File: src/rtl/decimal_adjust.sv
// decimal_adjust: two-step BCD correction stage for ADC/SBC in decimal mode.
// It captures the ALU binary result and carry flags. Low-nibble and then
// high-nibble correction run in two internal cycles on a private 8-bit adder.
// The corrected byte and the P flags are presented at DONE.
// Optional build macro DEC_CMOS_FLAGS_EN: N/Z come from the corrected byte
// (65C02). When the macro is undefined, N/Z come from the binary ALU result
// (NMOS).
module decimal_adjust (
  input  logic       clk,
  input  logic       reset,
  input  logic       start,
  input  logic       sub,
  input  logic [7:0] res,
  input  logic       c8,
  input  logic       v_in,
  input  logic       hc,
  input  logic       dhc,
  input  logic       dc,
  output logic       busy,
  output logic       done,
  output logic [7:0] result,
  output logic       C,
  output logic       N,
  output logic       Z,
  output logic       V
);

  typedef enum logic [1:0] {IDLE, LO, HI, DONE} state_t;

  state_t     r_state;
  state_t     w_next;

  // Working accumulator and decisions latched at capture.
  logic [7:0] r_acc;
  logic       r_sub;
  logic       r_fix_lo;
  logic       r_fix_hi;
  logic       r_c_lat;
  logic       r_v_lat;
  logic       r_n_lat;
  logic       r_z_lat;

  // Visible result/flags, updated only on HI -> DONE.
  logic [7:0] r_result;
  logic       r_c;
  logic       r_n;
  logic       r_z;
  logic       r_v;

  logic       w_capture;
  logic [7:0] w_lo_acc;
  logic [7:0] w_hi_acc;

  // Low-nibble step: ADC carries into the high nibble, SBC stays inside the nibble.
  function automatic logic [7:0] fix_low(input logic [7:0] acc, input logic is_sub);
    logic [3:0] lo_dec;
    lo_dec = acc[3:0] - 4'd6;
    fix_low = is_sub ? {acc[7:4], lo_dec} : (acc + 8'h06);
  endfunction

  // High-nibble step: plain mod-256 add/subtract of 0x60.
  function automatic logic [7:0] fix_high(input logic [7:0] acc, input logic is_sub);
    fix_high = is_sub ? (acc - 8'h60) : (acc + 8'h60);
  endfunction

  assign w_capture = start && ((r_state == IDLE) || (r_state == DONE));
  assign w_lo_acc  = r_fix_lo ? fix_low(r_acc, r_sub)  : r_acc;
  assign w_hi_acc  = r_fix_hi ? fix_high(r_acc, r_sub) : r_acc;

  // State register; reset aborts any operation in flight.
  always_ff @(posedge clk) begin
    if (reset) r_state <= IDLE;
    else       r_state <= w_next;
  end

  // Next-state logic: fixed three-cycle walk IDLE/DONE -> LO -> HI -> DONE.
  always_comb begin
    w_next = r_state;
    case (r_state)
      IDLE:    w_next = w_capture ? LO : IDLE;
      LO:      w_next = HI;
      HI:      w_next = DONE;
      DONE:    w_next = w_capture ? LO : IDLE;
      default: w_next = IDLE;
    endcase
  end

  // Capture the ALU result and correction decisions, then apply the low-nibble step.
  always_ff @(posedge clk) begin
    if (w_capture) begin
      r_acc    <= res;
      r_sub    <= sub;
      r_fix_lo <= sub ? ~hc : (hc | dhc);
      r_fix_hi <= sub ? ~c8 : (c8 | dc);
      r_c_lat  <= sub ? c8  : (c8 | dc);
      r_v_lat  <= v_in;
      r_n_lat  <= res[7];
      r_z_lat  <= (res == 8'h00);
    end else if (r_state == LO) begin
      r_acc    <= w_lo_acc;
    end
  end

  // Publish the corrected byte and flags as the machine enters DONE.
  always_ff @(posedge clk) begin
    if (reset) begin
      r_result <= 8'h00;
      r_c      <= 1'b0;
      r_n      <= 1'b0;
      r_z      <= 1'b0;
      r_v      <= 1'b0;
    end else if (r_state == HI) begin
      r_result <= w_hi_acc;
      r_c      <= r_c_lat;
      r_v      <= r_v_lat;
`ifdef DEC_CMOS_FLAGS_EN
      r_n      <= w_hi_acc[7];
      r_z      <= (w_hi_acc == 8'h00);
`else
      r_n      <= r_n_lat;
      r_z      <= r_z_lat;
`endif
    end
  end

`ifdef DEC_CMOS_FLAGS_EN
  // Binary-result N/Z latches are not needed when flags follow the corrected byte.
  logic w_unused_nz;
  assign w_unused_nz = r_n_lat ^ r_z_lat;
`endif

  assign busy   = (r_state == LO) || (r_state == HI);
  assign done   = (r_state == DONE);
  assign result = r_result;
  assign C      = r_c;
  assign N      = r_n;
  assign Z      = r_z;
  assign V      = r_v;

endmodule

File: config.mk
export PLATFORM = sky130hd
export DESIGN_NAME = decimal_adjust
export DESIGN_NICKNAME = d
export VERILOG_FILES = /design/src/rtl/decimal_adjust.sv
export SDC_FILE = /design/constraint.sdc
export NUM_CORES = 1
export LEC_CHECK = 0
export ABC_AREA = 1
export BUFFER_PORTS_ARGS = -buffer_cell sky130_fd_sc_hd__buf_2
export CAP_MARGIN = 20
export CORE_ASPECT_RATIO = 0.9
export CORE_UTILIZATION = 25
export DETAILED_ROUTE_END_ITERATION = 8
export PLACE_DENSITY_LB_ADDON = 0.12
export SETUP_SLACK_MARGIN = 0.15
export SLEW_MARGIN = 10
export SYNTH_ARGS = -nofsm -noshare
export SYNTH_HDL_FRONTEND = slang
export SYNTH_SLANG_ARGS = --single-unit
File: constraint.sdc
create_clock -name clk -period 1.6 [get_ports clk]
set_input_delay 0.16 -clock clk [delete_from_list [all_inputs] [get_ports clk]]
set_output_delay 0.16 -clock clk [all_outputs]
set_load 0.05 [all_outputs]
# Word-level counts from Yosys, hierarchy flattened
# Cells that the tools add are included.
dict set report word_totals {
  ff_bits 29
  in_bits 17
  out_inout_bits 14
  word_cells 48
}
dict set report classes {
  n_addsub 4
  eq_ne 4
  muxes 11
  bitwise_logic 4
  reduce_logical 10
}
# cell n
set op_table {}
lappend op_table {{2-to-1 mux 8 bit} 6}
lappend op_table {{adder 8 x 3 -> 8 bit, second input constant} 1}
lappend op_table {{adder 8 x 7 -> 8 bit, second input constant} 1}
lappend op_table {{zero test 8 bit} 1}
lappend op_table {{subtractor 8 x 7 -> 8 bit, second input constant} 1}
lappend op_table {{case mux 2 bit (3 select lines)} 1}
lappend op_table {{== test 2 bit, second input constant} 2}
lappend op_table {{2-to-1 mux 1 bit} 4}
lappend op_table {{nonzero test 2 bit} 2}
lappend op_table {{subtractor 4 x 3 -> 4 bit, second input constant} 1}
lappend op_table {{AND reduction 3 bit} 1}
lappend op_table {{== test 2 x 1 -> 1 bit, second input constant} 1}
lappend op_table {{zero test 2 bit} 1}
lappend op_table {{logical OR 1 bit} 2}
lappend op_table {{!= test 2 x 1 -> 1 bit, second input constant} 1}
lappend op_table {{inverter 1 bit} 2}
lappend op_table {{OR 1 bit} 2}
lappend op_table {{AND reduction 2 bit} 1}
lappend op_table {{OR reduction 2 bit} 1}
lappend op_table {{logical AND 1 bit} 1}

# Longest topological paths before layout
# Gate-level depths: netlist of the first run.
dict set report depth {
  depth_word 5
  depth_mapped 9
  depth_no_buf 9
}

# Least setup slack after synthesis of the first run
# No wires, ideal clock.
dict set report synth_path {
  path_kind {register to register}
  from {register r_state[0]}
  to {register r_acc[5], data pin}
  setup_time_ns 0.262
  t_arrival_ns 1.193
  required_ns 1.338
  slack_ns 0.145
  stages_incl_launch_ff 8
  n_path_buf 0
  period_less_slack_ns 1.455
  cell_sequence {dfxtp_1 inv_1 ha_1 nand2_2 inv_2 nor2_2 nand2_1 o22ai_1}
}
dict set report synth_via {
  elab_chain_len 4
  word_cells_on_any_way 5
  cone_classes {eq/ne (1); mux (1); reduce/logical (3)}
}
# item line_no
set synth_rtl {}
lappend synth_rtl {{start: declaration} 30} ;# state_t r_state;
lappend synth_rtl {{start signal: assignment} 73} ;# else r_state <= w_next;
lappend synth_rtl {{== test 2 bit or zero test 2 bit (tied branches)} 66} ;# assign w_capture = start && ((r_state == IDLE) || (r_state == DONE));
lappend synth_rtl {{logical OR 1 bit (*)} 66}
lappend synth_rtl {{logical AND 1 bit (*)} 66}
lappend synth_rtl {{named net w_capture} 50} ;# logic w_capture;
lappend synth_rtl {{2-to-1 mux 8 bit (*)} 90} ;# if (w_capture) begin
lappend synth_rtl {{end signal: assignment} 91} ;# r_acc <= res;
lappend synth_rtl {{end signal: assignment} 100} ;# r_acc <= w_lo_acc;
lappend synth_rtl {{end: declaration} 34} ;# logic [7:0] r_acc;
# Mark *: on every way through the listed nets, which the timed path passes. The rest lies on a longest branch.
# A chain may end at the register's enable or synchronous reset.

# Final worst setup path of the first run
dict set report layout_path {
  from {register r_acc[1]}
  to {register r_acc[3], data pin}
}
dict set report layout_via {
  elab_chain_len 5
  word_cells_on_any_way 6
  cone_classes {add/sub (2); mux (4)}
}
# item line_no
set layout_rtl {}
lappend layout_rtl {{adder 8 x 3 -> 8 bit or subtractor 4 x 3 -> 4 bit (tied branches)} {58, 57}}
lappend layout_rtl {{2-to-1 mux 8 bit (*)} 58} ;# fix_low = is_sub ? {acc[7:4], lo_dec} : (acc + 8'h06);
lappend layout_rtl {{2-to-1 mux 8 bit (*)} 67} ;# assign w_lo_acc = r_fix_lo ? fix_low(r_acc, r_sub) : r_acc;
lappend layout_rtl {{2-to-1 mux 8 bit (*)} 99} ;# end else if (r_state == LO) begin
lappend layout_rtl {{2-to-1 mux 8 bit (*)} 90}
# Every way passes the cells marked *; elsewhere a longest branch is shown, timed or not. The select of a mux whose other input is x is not followed.

==> flow_metrics.tcl, run 1 <==
set metrics [dict create \
    hold_slack_ps 48.8 \
    hold_violations 0 \
    die_h_um 72.3 \
    tns_ps 0 \
    syn_to_final_growth_pct 30.8 \
    hp-class "in2reg" \
    nets 226 \
    seqCellArea_sq_um 734 \
    cts_tree "built" \
    die_area_sq_mm 0.00579 \
    cts_buffer_depth 2 \
    ys_seq_elements 29 \
    grt_pass1_wl_mm 5.49 \
    route.detailed.drc 0 \
    use_met1_pct 16.3 \
    htreeDepth 2 \
    power.switching_uw 1370 \
    multi_input_area_sq_um 566 \
    grt_setup_unrepaired "yes" \
    fin_crit_sh_pct 86.0 \
    intPower_uw 1860 \
    synth_cell_type_count 19 \
    layout_commonest_cell "buf_2" \
    cts_hold_buf 0 \
    clk_pin_slew_ps 70 \
    ys_warn_count 0 \
    fin_crit_ps 1380 \
    via_per_inst 4.25 \
    r2r_slack_ps 220 \
    gp_congestion 0.878 \
    finClkSkew_ps 8.29 \
    netlist_instances 159 \
    p_leak_uw 0.000882 \
    clk_latency_ps 280 \
    worstMarginPinSlew_ps 348 \
    core_sq_mm 0.00526 \
    cts_sinks 29 \
    combPwrFrac_pct 42.6 \
    drv_cap 0 \
    mostFrequentLayoutCells "29 x buf_2, 27 x nand2_1, 24 x inv_1, 23 x nor2_1, 17 x o21ai_0" \
    vdd.ir_drop.worst_uv 457 \
    layout.cells.non_filler 270 \
    netlist_area_sq_mm 0.00137 \
    grt_pass1_vias 1132 \
    dp_cells 258 \
    grt_overflow_total 0 \
    antennaDiodeCount 0 \
    cts_root_buf "clkbuf_8" \
    cp.arrival_ps 1420 \
    grt_max_degree 12 \
    pwr-share-seq_pct 37.8 \
    grt_usage_pct 13.2 \
    yosysSeqAreaShare_pct 53.2 \
    ios 31 \
    cp-start-kind "flip-flop" \
    ant_nets 0 \
    crit_type "reg2reg" \
    routed_wl_mm 3.30 \
    power_density_mw_per_mm2 1800 \
    synthesis.nets 183 \
    switching_share_pct 42.5 \
    drt_iter0_markers 48 \
    clockPowerShare_pct 19.7 \
    drive_above_1_share_pct 27.1 \
    cp-end-kind "flip-flop" \
    setup_violations 0 \
    slew_violations 0 \
    status "finished clean" \
    gr-usage-met3_pct 4.15 \
    detail_route.first_pass.iterations 4 \
    avgSynthCellArea_sq_um 8.63 \
    std_cell_rows 25 \
    antenna_found_initial 0 \
    crit_fanout 5 \
    clock.fmax_mhz 727 \
    vias 1148 \
    die_x_um 80.1 \
    initial_core_util_pct 26.1 \
    met2_usage_pct 20.8 \
    portBuffers 30 \
    cp.required_ps 1650 \
    fill_cells 555 \
    slew_headroom_pct 76.6 \
    grt_busiest_layer "met2" \
    dp_hpwl_mm 2.59 \
    wire_per_inst_um 12.2 \
    cts_buffers 5 \
]
## worst max-delay path, stage by stage, from the launching register on
cell and delay, ps:
edfxtp_1 410, inv_1 150, ha_1 160, inv_1 80
o21ai_1 150, xor2_1 80, nand2_1 60, nand2_1 40
## cell usage after synthesis
cell | count | share of area [%]
nand2_1 | 28 | 7.7
inv_1 | 25 | 6.8
nor2_1 | 23 | 6.3
o21ai_0 | 19 | 6.9
edfxtp_1 | 15 | 33
dfxtp_1 | 14 | 20
nand3_1 | 7 | 2.6
ha_1 | 6 | 5.5
a21oi_1 | 4 | 1.5
nand4_1 | 4 | 1.8
xor2_1 | 3 | 1.9
buf_2 | 2 | 0.73
o211ai_1 | 2 | 1.1
o22ai_1 | 2 | 0.91
fa_1 | 1 | 1.5
inv_2 | 1 | 0.27
nand2_2 | 1 | 0.46
nor2_2 | 1 | 0.46
nor4_1 | 1 | 0.46
## power by group through the flow
stage                     clock network [uW]  registers, uW  logic, uW
after global placement                     0           1220       1260
after global routing                     700           1250       1530
after floorplan                            0           1470        650
final                                    634           1220       1370
after CTS                                660           1210       1340
after detailed placement                   0           1230       1260
## final cells by class
type                            instances  area share (%)
Clock inverter                          2           0.767
Sequential cell                        29            40.9
Tap cell                               67            4.67
Multi-Input combinational cell        102            31.5
Inverter                               26            5.71
Clock buffer                            6            4.60
Timing Repair Buffer                   38            11.8
## per-stage QoR
step | util [%] | total power (uW) | instance area, sq um | worst slack, ps
2_1_floorplan | - | 2120 | 1380 | 186
5_1_grt | 34.2 | 3480 | 1800 | 113
6_report | 34.2 | 3230 | 1800 | 224
3_3_place_gp | 31.0 | 2480 | 1630 | 123
3_5_place_dp | 31.0 | 2490 | 1630 | 47.7
4_1_cts | 33.7 | 3210 | 1770 | 130
## per-layer routing
metal,wire length (um),vias to the layer above
met1,1600,505
met4,59,0
met3,161,5
li1,-,602
met5,0,-
met2,1480,36
## state kept, by name (all words and copies together), names as in the netlist
name / cells
N: 1
r_n_lat: 1
C: 1
Z: 1
r_fix_lo: 1
r_acc: 8
r_v_lat: 1
r_sub: 1
r_c_lat: 1
r_state: 2
V: 1
r_fix_hi: 1
result: 8
r_z_lat: 1
## logic make-up (layout without fill, tap and decap cells)
kind of cell               count (synthesis)  count (layout)  share of synthesized area [%]
AOI/OAI and AO/OA                         27              27                           10.4
adders and majority gates                  7               7                           6.93
xor gates and xnor gates                   3               3                           1.91
DFF                                       29              29                           53.2
and+or+nand+nor                           65              65                           19.7
buffers and inverters                     28              72                           7.84
## final timing paths
path / start / cells after the start / end
setup / recovery: r_acc[1] / 7 / r_acc[3]
hold / removal: v_in / 1 / r_v_lat
setup reg to reg: r_acc[1] / 7 / r_acc[3]
hold reg to reg: r_v_lat / 2 / V
## repair_timing
item                       4_1_cts  5_1_grt
pin swaps                        1        1
resized for setup                6        7
setup endpoints to repair       14       21
buffers inserted                 4        0
Note: power is estimated with default switching activity, not from simulation.
==> inputs of run 2 (changes only) <==
==> constraint.sdc (replaced) <==
create_clock -name clk -period 1.7 [get_ports clk]
set_input_delay 0.17 -clock clk [delete_from_list [all_inputs] [get_ports clk]]
set_output_delay 0.17 -clock clk [all_outputs]
set_load 0.05 [all_outputs]
==> run 2 against run 1 <==
  * Flip-flop and latch count is the same
  * Combinational power shrank 11%
  * Via count increased by 0.70%
  * Global-route usage up 0.16 points
  * Sequential share of layout area up 0.82 points
  * Utilization down 0.79 points
  * Clock skew down 1.8 ps
  * Die area did not move
  * First-iteration DRC count is 46% higher
  * Worst setup slack improved by 11 ps
  * Critical path type unchanged
  * Critical endpoint is now r_acc[5]
==> flow_metrics.tcl, run 2 (same netlist as run 1, synthesis figures left out) <==
set metrics [dict create \
    status "finished clean" \
    initial_core_util_pct 26.1 \
    slew_violations 0 \
    cts_buffer_depth 2 \
    antenna_found_initial 0 \
    gp_congestion 0.786 \
    cp-start-kind "flip-flop" \
    drv_cap 0 \
    via_per_inst 4.31 \
    fill_cells 577 \
    grt_setup_unrepaired "no" \
    mostFrequentLayoutCells "29 x buf_2, 28 x nand2_1, 25 x inv_1, 23 x nor2_1, 17 x o21ai_0" \
    vdd.ir_drop.worst_uv 445 \
    final_util_pct 33.4 \
    clk_latency_ps 280 \
    antennaDiodeCount 0 \
    grt_overflow_total 0 \
    std_cell_rows 25 \
    die_area_sq_mm 0.00579 \
    fin_crit_ps 1460 \
    worstPathCellList "inv_1 > ha_1 > nand2_2 > o21ai_1" \
    cts_root_buf "clkbuf_8" \
    cp.arrival_ps 1400 \
    finClkSkew_ps 6.47 \
    cts_buffers 5 \
    layout_commonest_cell "buf_2" \
    cp.required_ps 1630 \
    finalPower_uw 3000 \
    wire_per_inst_um 12.4 \
    max_stage_delay_ps 360 \
    fin_crit_sh_pct 86.2 \
    core_sq_mm 0.00526 \
    dpl_cell_area_sq_mm 0.00164 \
    cp_slowest_cell "dfxtp_2" \
    hold_violations 0 \
    hp-class "in2reg" \
    die_h_um 72.3 \
    fin_area_sq_mm 0.00175 \
    crit_type "reg2reg" \
    die_x_um 80.1 \
    seqCellArea_sq_um 732 \
    cts_sinks 29 \
    cp-startpoint "r_state[0]" \
    cts_post_setup_buffers_inserted 0 \
    tns_ps 0 \
    grt_usage_pct 13.4 \
    clk_pin_slew_ps 60 \
    hp-start "v_in" \
    routed_wl_mm 3.32 \
    drt_iter0_markers 70 \
    p_leak_uw 0.000873 \
    ant_nets 0 \
    clock.fmax_mhz 683 \
    path_buf_inv 1 \
    cp-end-kind "flip-flop" \
    detail_route.first_pass.iterations 4 \
    power_density_mw_per_mm2 1710 \
    slew_headroom_pct 70.1 \
    setup_violations 0 \
    multi_input_area_sq_um 539 \
    portBuffers 30 \
    worstMarginPinSlew_ps 446 \
    reg2reg_from "r_state[0]" \
    nets 224 \
    ios 31 \
    cts_tree "built" \
    drive_above_1_share_pct 23.9 \
    dp_hpwl_mm 2.60 \
    syn_to_final_growth_pct 27.8 \
    crit_fanout 5 \
    cp_top_family "flip-flops" \
    grt_pass1_wl_mm 5.64 \
    vias 1156 \
    htreeDepth 2 \
    grt_max_degree 13 \
    route.detailed.drc 0 \
    grt_pass1_vias 1159 \
]
run 2: cell types whose count changed in the layout (fill, tap and decap cells not counted), sizes merged:
cell	before	now
buf	38	36
clkinv	2	1
clkbuf	6	7
run 2: layout make-up:
| type | instances | area share [%] |
|---|---|---|
| clock buffers | 7 | 5.49 |
| flip-flops and latches | 29 | 41.7 |
| multi-input cells | 102 | 30.7 |
| repair buffers | 36 | 11.3 |
| well taps | 67 | 4.78 |
| inverters | 26 | 5.71 |
| clock inverters | 1 | 0.285 |
run 2: path summary, 6_finish.rpt:
path	end	slack [ps]	depth (start not counted)
max	r_acc[5]	240	4
min	r_v_lat	70	1
max reg2reg	r_acc[5]	240	4
min reg2reg	result[0]	480	2
run 2: repair_timing:
action,CTS,global route
endpoints found under the hold margin,0,0
setup endpoints to repair,6,17
gates resized for setup,3,3
hold buffers,0,0
run 2: per-stage QoR:
stage,cells,hold slack (ps),setup WS [ps]
after floorplan,159,237,245
after global placement,260,374,129
after detailed placement,260,363,137
after CTS,268,65.9,176
after global routing,268,56.8,158
final,268,73.7,235
run 2: where the power goes:
group	switching, uW	internal, uW	total (uW)
clock network	273	365	638
registers	140	999	1140
logic	858	365	1220
run 2: metal layers:
layer	global-route usage (%)	wire, um	up-vias
li1	-	-	598
met1	17.3	1590	525
met2	20.1	1500	28
met3	3.52	169	5
met4	7.74	67	0
met5	0	0	-
==> inputs of run 3 (changes only) <==
--- a/config.mk
+++ b/config.mk
@@ -9,7 +9,7 @@
 export BUFFER_PORTS_ARGS = -buffer_cell sky130_fd_sc_hd__buf_2
 export CAP_MARGIN = 20
 export CORE_ASPECT_RATIO = 0.9
-export CORE_UTILIZATION = 25
+export CORE_UTILIZATION = 56
 export DETAILED_ROUTE_END_ITERATION = 8
 export PLACE_DENSITY_LB_ADDON = 0.12
 export SETUP_SLACK_MARGIN = 0.15
==> constraint.sdc (replaced) <==
create_clock -name clk -period 1.9 [get_ports clk]
set_input_delay 0.19 -clock clk [delete_from_list [all_inputs] [get_ports clk]]
set_output_delay 0.19 -clock clk [all_outputs]
set_load 0.05 [all_outputs]
==> run 3 against run 2 <==
  * First-iteration DRC count decreased by 2.9%
  * Largest cell class unchanged
  * Wire length decreased by 20%
  * Final area decreased by 7.8%
  * Critical endpoint is now busy
  * Sequential share of layout area increased by 3.4 points
  * Largest power group unchanged
==> flow_metrics.tcl, run 3 (same netlist as run 1, synthesis figures left out) <==
set metrics [dict create \
    grt_usage_pct 23.1 \
    route.detailed.drc 0 \
    cts_buffers 5 \
    routed_wl_mm 2.64 \
    cp-start-kind "flip-flop" \
    core_sq_mm 0.00224 \
    cts_post_setup_buffers_inserted 0 \
    crit_fanout 4 \
    nets 220 \
    antenna_found_initial 0 \
    gp_congestion 0.845 \
    grt_max_degree 15 \
    cts_tree "built" \
    drv_cap 0 \
    pre_cts_ws_ps 230 \
    fill_cells 176 \
    finClkSkew_ps 6.61 \
    wire_per_inst_um 11.8 \
    status "finished clean" \
    cp.arrival_ps 1470 \
    p_leak_uw 0.000827 \
    crit_type "reg2out" \
    seqCellArea_sq_um 731 \
    htreeDepth 2 \
    multi_input_area_sq_um 539 \
    cts_sinks 29 \
    mostFrequentLayoutCells "30 x buf_2, 28 x nand2_1, 25 x inv_1, 23 x nor2_1, 19 x o21ai_0" \
    die_area_sq_mm 0.00265 \
    fin_crit_sh_pct 87.4 \
    r2r_slack_ps 330 \
    clk_latency_ps 320 \
    die_x_um 54.2 \
    vdd.ir_drop.worst_uv 851 \
    dp_hpwl_mm 1.96 \
    ios 31 \
    die_h_um 49.0 \
    ant_nets 0 \
    grt_setup_unrepaired "yes" \
    clk_pin_slew_ps 90 \
    hp-class "in2reg" \
    cp-end-kind "primary output" \
    cts_buffer_depth 2 \
    grt_overflow_total 0 \
    portBuffers 30 \
    worstMarginPinSlew_ps 561 \
    final_util_pct 72.2 \
    dpl_cell_area_sq_mm 0.00156 \
    hold_slack_ps 42.3 \
    grt_pass1_vias 991 \
    via_per_inst 5.13 \
    clock.fmax_mhz 602 \
    syn_to_final_growth_pct 17.9 \
    fin_area_sq_mm 0.00162 \
    drt_iter0_markers 68 \
    cp.required_ps 1710 \
    vias 1150 \
    setup_violations 0 \
    std_cell_rows 16 \
    layout_commonest_cell "buf_2" \
    fin_crit_ps 1660 \
    tns_ps 0 \
    antennaDiodeCount 0 \
    cts_root_buf "clkbuf_4" \
    drive_above_1_share_pct 20.3 \
    grt_pass1_wl_mm 4.28 \
    slew_headroom_pct 62.2 \
    hold_violations 0 \
    slew_violations 0 \
    fin_ws_ps 238 \
    detail_route.first_pass.iterations 4 \
    initial_core_util_pct 61.2 \
    power_density_mw_per_mm2 1480 \
]
-- run 3: per-layer routing --
layer | vias up | wire [um] | global-route usage, %
met4 | 0 | 41 | 12.4
met1 | 515 | 1290 | 31.5
met3 | 5 | 149 | 6.85
met5 | - | 0 | 0
met2 | 37 | 1160 | 32.5
li1 | 593 | - | -
-- run 3: metrics by stage --
stage / total power (uW) / cells
after floorplan: 1790 / 159
after global placement: 2010 / 216
after detailed placement: 2040 / 216
after CTS: 2390 / 224
after global routing: 2570 / 224
final: 2400 / 224
-- run 3: cell type report --
type                    count  share of cell area (%)
clock buffers               8                    3.02
inverters                  26                    6.19
multi-input cells         102                    33.3
flip-flops and latches     29                    45.2
well taps                  27                    2.09
repair buffers             32                    10.2
-- run 3: repair_timing --
item,4_1_cts,5_1_grt
endpoints found under the setup margin,0,4
hold buffers,0,0
gates resized for setup,0,3
-- run 3: worst paths after layout --
| path | start | end | depth (start not counted) |
|---|---|---|---|
| worst max-delay path | r_state[0] | busy | 4 |
| worst min-delay path | v_in | r_v_lat | 1 |
| worst max register to register | r_state[0] | r_acc[4] | 7 |
| worst min register to register | result[6] | result[6] | 2 |
-- run 3: power breakdown --
group / internal [uW] / switching [uW]
Sequential: 891 / 129
Clock: 147 / 192
Combinational: 292 / 746
-- run 3: critical path: stages (launching register included) --
cell	delay, ps
dfxtp_1	390
inv_1	70
ha_1	360
inv_1	80
buf_2	260
